[src/rtl/cva6_boot_ctrl_pkg.sv]
// Shared types and register map for the CVA6 boot/reset sequencer.
package cva6_boot_ctrl_pkg;

   typedef enum logic [2:0] {
      RESET_HOLD = 3'd0,
      SELECT     = 3'd1,
      DBG_REQ    = 3'd2,
      RUN        = 3'd3
   } boot_state_e;

   localparam logic [3:0] BOOT_LO = 4'h0;
   localparam logic [3:0] BOOT_HI = 4'h4;
   localparam logic [3:0] CTRL    = 4'h8;
   localparam logic [3:0] STATUS  = 4'hC;

   localparam int SOFT_RST = 0;
   localparam int ERR_CLR  = 1;

   // Boot ROM base of the surrounding SoC.
   localparam logic [63:0] DEF_BOOT_ADDR = 64'h0000_0000_1A00_0000;

endpackage

[src/rtl/cva6_boot_ctrl.sv]
// Holds CVA6 in reset, presents its boot address and, for JTAG boot, requests debug
// until the core parks; includes a small register port for address, control and status.
import cva6_boot_ctrl_pkg::*;

module cva6_boot_ctrl #(
   parameter int          RstHoldCycles = 16,
   parameter int          DbgTimeout    = 1024,
   parameter logic [63:0] DefBootAddr   = DEF_BOOT_ADDR
) (
   input  logic        clk_i,
   input  logic        rst_i,
   input  logic        boot_sel_i,
   input  logic        dm_halted_i,
   output logic        core_rst_o,
   output logic [63:0] boot_addr_o,
   output logic        debug_req_o,
   input  logic        req_i,
   input  logic        we_i,
   input  logic [3:0]  addr_i,
   input  logic [31:0] wdata_i,
   output logic        rvalid_o,
   output logic [31:0] rdata_o,
   output logic        err_o
);

   localparam int HoldW = (RstHoldCycles > 1) ? $clog2(RstHoldCycles) : 1;
   localparam int DbgW  = (DbgTimeout > 1) ? $clog2(DbgTimeout) : 1;

   localparam logic [HoldW-1:0] HoldLast = HoldW'(RstHoldCycles - 1);
   localparam logic [DbgW-1:0]  DbgLast  = DbgW'(DbgTimeout - 1);

   boot_state_e      state;
   logic [HoldW-1:0] hold_cnt;
   logic [DbgW-1:0]  dbg_cnt;

   logic [3:0]  reg_addr;
   logic        wr_en;
   logic        soft_rst;
   logic        err_clr;
   logic [31:0] read_data;
   logic        unused_addr;

   assign reg_addr    = {addr_i[3:2], 2'b00};
   assign unused_addr = ^addr_i[1:0];
   assign wr_en       = req_i && we_i;
   assign soft_rst    = wr_en && (reg_addr == CTRL) && wdata_i[SOFT_RST];
   assign err_clr     = wr_en && (reg_addr == CTRL) && wdata_i[ERR_CLR];

   always_comb begin
      read_data = '0;
      case (reg_addr)
         BOOT_LO: read_data = boot_addr_o[31:0];
         BOOT_HI: read_data = boot_addr_o[63:32];
         STATUS:  read_data = {27'b0, err_o, state};
         default: read_data = '0;
      endcase
   end

   // Everything below decides on pre-edge state, so a register write racing a
   // state change sees the old state (e.g. boot address locked until core_rst_o rises).
   always_ff @(posedge clk_i) begin
      if (rst_i) begin
         state       <= RESET_HOLD;
         hold_cnt    <= '0;
         dbg_cnt     <= '0;
         core_rst_o  <= 1'b1;
         boot_addr_o <= DefBootAddr;
         debug_req_o <= 1'b0;
         rvalid_o    <= 1'b0;
         rdata_o     <= '0;
         err_o       <= 1'b0;
      end else begin
         rvalid_o <= req_i;
         rdata_o  <= (req_i && !we_i) ? read_data : 32'h0;

         if (wr_en && core_rst_o && (reg_addr == BOOT_LO)) boot_addr_o[31:0]  <= wdata_i;
         if (wr_en && core_rst_o && (reg_addr == BOOT_HI)) boot_addr_o[63:32] <= wdata_i;

         if (soft_rst) begin
            state       <= RESET_HOLD;
            hold_cnt    <= '0;
            dbg_cnt     <= '0;
            core_rst_o  <= 1'b1;
            debug_req_o <= 1'b0;
         end else begin
            case (state)
               RESET_HOLD: begin
                  core_rst_o <= 1'b1;
                  if (hold_cnt == HoldLast) begin
                     hold_cnt <= '0;
                     state    <= SELECT;
                  end else begin
                     hold_cnt <= hold_cnt + 1'b1;
                  end
               end
               SELECT: begin
                  core_rst_o <= 1'b0;
                  dbg_cnt    <= '0;
                  if (boot_sel_i) begin
                     state       <= DBG_REQ;
                     debug_req_o <= 1'b1;
                  end else begin
                     state <= RUN;
                  end
               end
               DBG_REQ: begin
                  if (dm_halted_i) begin
                     state       <= RUN;
                     debug_req_o <= 1'b0;
                     dbg_cnt     <= '0;
                  end else if (dbg_cnt == DbgLast) begin
                     state       <= RUN;
                     debug_req_o <= 1'b0;
                     dbg_cnt     <= '0;
                     err_o       <= 1'b1;
                  end else begin
                     dbg_cnt <= dbg_cnt + 1'b1;
                  end
               end
               RUN: begin
                  core_rst_o  <= 1'b0;
                  debug_req_o <= 1'b0;
               end
               default: begin
                  state      <= RESET_HOLD;
                  hold_cnt   <= '0;
                  core_rst_o <= 1'b1;
               end
            endcase
         end

         if (err_clr) err_o <= 1'b0;
      end
   end

endmodule

[config.mk]
export PLATFORM = sky130hd
export DESIGN_NAME = cva6_boot_ctrl
export DESIGN_NICKNAME = d
export VERILOG_FILES = /design/src/rtl/cva6_boot_ctrl_pkg.sv /design/src/rtl/cva6_boot_ctrl.sv
export SDC_FILE = /design/constraint.sdc
export NUM_CORES = 1
export LEC_CHECK = 0
export ABC_AREA = 1
export CELL_PAD_IN_SITES_DETAIL_PLACEMENT = 1
export CELL_PAD_IN_SITES_GLOBAL_PLACEMENT = 1
export CORE_ASPECT_RATIO = 1.4
export CORE_MARGIN = 2
export CORE_UTILIZATION = 30
export DETAILED_ROUTE_END_ITERATION = 6
export PLACE_DENSITY = 0.84
export SYNTH_ARGS = -nofsm -noshare
export SYNTH_HDL_FRONTEND = slang
export SYNTH_SLANG_ARGS = --single-unit
[constraint.sdc]
create_clock -name clk_i -period 1.4 [get_ports clk_i]
set_input_delay 0.28 -clock clk_i [delete_from_list [all_inputs] [get_ports clk_i]]
set_output_delay 0.28 -clock clk_i [all_outputs]
set_load 0.01 [all_outputs]
# ---- Word level (Yosys, flattened, before mapping)
# Index checks and enable logic that the tools add are counted.
dict set report word_totals {
  elab_cells 64
  register_bits 117
  out_inout_bits 100
}
dict set report classes {
  n_eq_ne 11
  addsub 2
  bitwise 4
  n_reduce_logical 21
  n_mux 16
}
# op n
set ops {}
lappend ops {{$pmux 32 s3} 1}
lappend ops {{$mux 10} 2}
lappend ops {{$pmux 10 s2} 1}
lappend ops {{$pmux 3 s4} 1}
lappend ops {{$add 10x1->10 const B} 1}
lappend ops {{$eq 10x10->1 const B} 1}
lappend ops {{$mux 3} 3}
lappend ops {{$logic_and 1x1->1} 8}
lappend ops {{$pmux 4 s2} 1}
lappend ops {{$reduce_or 2->1} 4}
lappend ops {{$eq 3x2->1 const B} 2}
lappend ops {{$reduce_and 3->1} 2}
lappend ops {{$add 4x1->4 const B} 1}
lappend ops {{$eq 2x2->1 const B} 2}
lappend ops {{$eq 4x4->1 const B} 1}
lappend ops {{$logic_not 4->1} 1}
lappend ops {{$mux 1} 4}
lappend ops {{$mux 4} 1}
lappend ops {{$ne 2x2->1 const B} 2}
lappend ops {{$not 1->1} 4}
lappend ops {{$reduce_and 4->1} 1}
lappend ops {{$eq 3x1->1 const B} 1}
lappend ops {{$logic_not 3->1} 1}
lappend ops {{$ne 3x3->1 const B} 1}
lappend ops {{other kinds (7)} 7}

# ---- Logic depth before layout (Yosys ltp)
dict set report depth {
  depth_word 5
  depth_mapped 9
}

# ---- Worst setup path before layout
# Ideal clock, no wire load.
dict set report synth_path {
  path_kind {reg-to-reg}
  startpoint {register state[0]}
  endpoint {register dbg_cnt[5]}
  setup_time_ns 0.114
  period_less_slack_ns 1.457
  path_slack_ns -0.057
  t_required_ns 1.286
  stages_incl_launch_ff 9
  arrival_ns 1.342
  cell_sequence {dfxtp_1 > inv_1 > ha_1 > buf_4 > inv_2 > nor3_4 > nand2_1 > xor2_1 > nor2_1}
}
dict set report synth_via {
  elab_chain_len 2
  word_cells_on_any_way 4
  cone_classes {2 x eq/ne; 1 x mux; 1 x reduce/logical}
}
# item line_no
set synth_rtl {}
lappend synth_rtl {{from (decl)} cva6_boot_ctrl.sv:32} ;# boot_state_e state;
lappend synth_rtl {{from (signal assigned)} cva6_boot_ctrl.sv:63} ;# state <= RESET_HOLD;
lappend synth_rtl {{from (signal assigned)} cva6_boot_ctrl.sv:80} ;# state <= RESET_HOLD;
lappend synth_rtl {{from (signal assigned)} cva6_boot_ctrl.sv:91} ;# state <= SELECT;
lappend synth_rtl {{$eq 3x2->1 / $eq 3x1->1 (equally long branches)} cva6_boot_ctrl.sv:86} ;# case (state)
lappend synth_rtl {{$pmux 10 s2 / $reduce_bool 2->1 (equally long branches)} n/a}
lappend synth_rtl {{to (signal assigned)} cva6_boot_ctrl.sv:117} ;# dbg_cnt <= dbg_cnt + 1'b1;
lappend synth_rtl {{to (decl)} cva6_boot_ctrl.sv:34} ;# logic [DbgW-1:0] dbg_cnt;
# Several ways; a longest one is shown, not always the timed one.
# A chain may end at the register's enable or synchronous reset.

# ---- Final worst setup path
dict set report layout_path {
  startpoint {register state[1]}
  endpoint {register dbg_cnt[5]}
}
# The elaborated chain is that of the path after synthesis.

==> results.tsv <==
metric	value	unit
Yosys cell types	32	
die height	149	um
Detail Route Antenna Nets	0	
clk slew on worst S/H paths	60	ps
WP data required	1690	ps
post-synth top area share	51.9	%
CTS HTree Levels	4	
Power, Total	9.81	mW
Die W	107	um
Pwr Density	1430	nW/um^2
YS warnings	0	
CTS tree	built	
Leakage Power	3.15	nW
final wirelength	16600	um
flops & latches, synth	116	
CP max FO	4	
CTS max path bufs	2	
CTS root buf	clkbuf_16	
Avg Inst Size Synth	7.78	um^2
Hold/Removal Path Class	reg2reg	
clock sinks	116	
critical path class	reg2reg	
Worst Tran Pin Value	309	ps
flop2flop setup slack	20	ps
startpoint type of the worst setup path	flop	
TNS Setup	0	ps
sequential area share after synthesis	51.9	%
global-route wire length before repair	26300	um
DP Area	6230	um^2
Avg Vias per Cell	4.90	
gr ovfl total	0	
Syn Std Cell Area	4480	um^2
CTS Hold Bufs	0	
hpwl dp	11500	um
CP Data Arrival Time	1680	ps
Finished Core Util	47.3	%
post-synth top area cell	dfxtp_1	
Antenna diodes	0	
commonest non-fill, non-tap cells in the layout	nor2_1, dfxtp_1, nand2_1, dlygate4sd2_1, o21ai_0	
Mapped Cells	575	
final count of negative-setup-slack endpoints	0	
Max-Slew Margin vs Limit	79.4	%
Nets	783	
Starting Density	30.8	%
row count	52	
gr usage total	21.5	%
commonest non-fill, non-tap cell in the layout	nor2_1	
largest net degree at the start of global routing	43	
area grow syn2layout	53.4	%
max-slew violation count	0	
RSZ-0062 raised after global routing	yes	
Worst VDD drop	0.752	mV
status	finished, final reports clean	
post-route cell area	6870	um^2
Vias	4595	
I/O Buffers	139	
Worst Clk Skew	12.2	ps
largest cells by area after synthesis	dfxtp_1, nor2_1, nand2_1	
max frequency	0.723	GHz
drt first pass iters	5	
drt drc	0	
gpl congestion	0.808	
die area	15900	um^2
final cycle utilization of the critical path	98.8	%
initial antenna violation count	0	
worst skew pair latency	410	ps
Syn Nets	623	
num ports	142	
layout cell share with drive strength beyond 1	16.7	%
number of max-cap violations	0	
final hold violation count	0	
DRT iter0 DRCs	165	
core area	14500	um^2
wire per inst	17.7	um
CTS buffer count	17	
vias in the first global route	5122	
minimum clock period after layout	1380	ps
CP Capture Type	flop	
-- metal layers --
| metal | GRT usage, % | vias to the layer above | part of all wire, % |
|---|---|---|---|
| met4 | 10.5 | 0 | 3.5 |
| met5 | 0 | - | 0 |
| li1 | - | 2149 | - |
| met3 | 5.65 | 41 | 4.4 |
| met1 | 20.8 | 2253 | 36 |
| met2 | 41.3 | 152 | 56 |
-- synth_stat cells (all sizes together) --
| master | n |
|---|---|
| nor2 | 153 |
| dfxtp | 116 |
| nand2 | 108 |
| o21ai | 63 |
| a21oi | 36 |
| inv | 30 |
| buf | 23 |
| nand3 | 15 |
| clkbuf | 7 |
| ha | 6 |
| xor2 | 4 |
| nand4 | 3 |
| nor3 | 3 |
| mux2i | 2 |
| a211oi | 1 |
| a41oi | 1 |
| o221ai | 1 |
| o22ai | 1 |
| or2 | 1 |
| xnor2 | 1 |
-- registers in the layout, indices dropped and copies added, names as in the netlist --
| name | count |
|---|---|
| boot_addr_o | 64 |
| core_rst_o | 1 |
| dbg_cnt | 10 |
| debug_req_o | 1 |
| err_o | 1 |
| hold_cnt | 4 |
| rdata_o | 32 |
| rvalid_o | 1 |
| state | 2 |
-- final timing paths --
check	endpoint	depth (start not counted)	startpoint
setup / recovery	dbg_cnt[5]$_SDFFE_PP0P_	7	state[1]$_SDFFE_PP0P_
hold / removal	rdata_o[5]$_SDFF_PP0_	2	boot_addr_o[5]$_SDFFE_PP0P_
setup reg to reg	dbg_cnt[5]$_SDFFE_PP0P_	7	state[1]$_SDFFE_PP0P_
hold reg to reg	rdata_o[5]$_SDFF_PP0_	2	boot_addr_o[5]$_SDFFE_PP0P_
-- worst max-delay path: stages (launching register included) --
cell and delay, ps:
dfxtp_2 340, inv_2 60, ha_4 290, inv_4 50, nor3_4 220, nand2_1 100
xor2_1 140, nor2_1 60
-- repair_timing --
action	4_1_cts	5_1_grt
gates cloned	0	0
pin swaps	0	15
buffers inserted	0	1
endpoints found under the setup margin	110	50
resized for setup	104	57
-- per-stage QoR --
step	hold WS (ps)	setup slack, ps	std cells
after floorplan	363	5.90	575
final	478	17.2	937
after CTS	464	3.48	936
after detailed placement	471	-356	904
after global routing	483	-57.1	937
after global placement	463	-264	904
-- kinds of logic after synthesis --
| group | Yosys count | synth area share (%) |
|---|---|---|
| buf+inv | 60 | 7.21 |
| fa+ha+maj | 6 | 1.68 |
| xor+xnor | 5 | 0.978 |
| mux | 2 | 0.447 |
| flops | 116 | 51.9 |
| compound gates | 103 | 12.0 |
| simple gates | 283 | 25.8 |
-- area by class of cell --
| cell class | count | area [um^2] |
|---|---|---|
| Timing Repair Buffer | 171 | 1630 |
| Multi-Input combinational cell | 399 | 1930 |
| Clock inverter | 14 | 176 |
| Tap cell | 189 | 236 |
| Fill cell | 1755 | 7640 |
| Sequential cell | 116 | 2340 |
| Clock buffer | 18 | 439 |
| Inverter | 30 | 119 |
-- power by group --
part,total (mW),internal (mW),switching (mW)
combinational,1.63,0.720,0.910
sequential,3.68,3.51,0.173
clock,4.49,2.86,1.63
(Power assumes the default switching activity.)
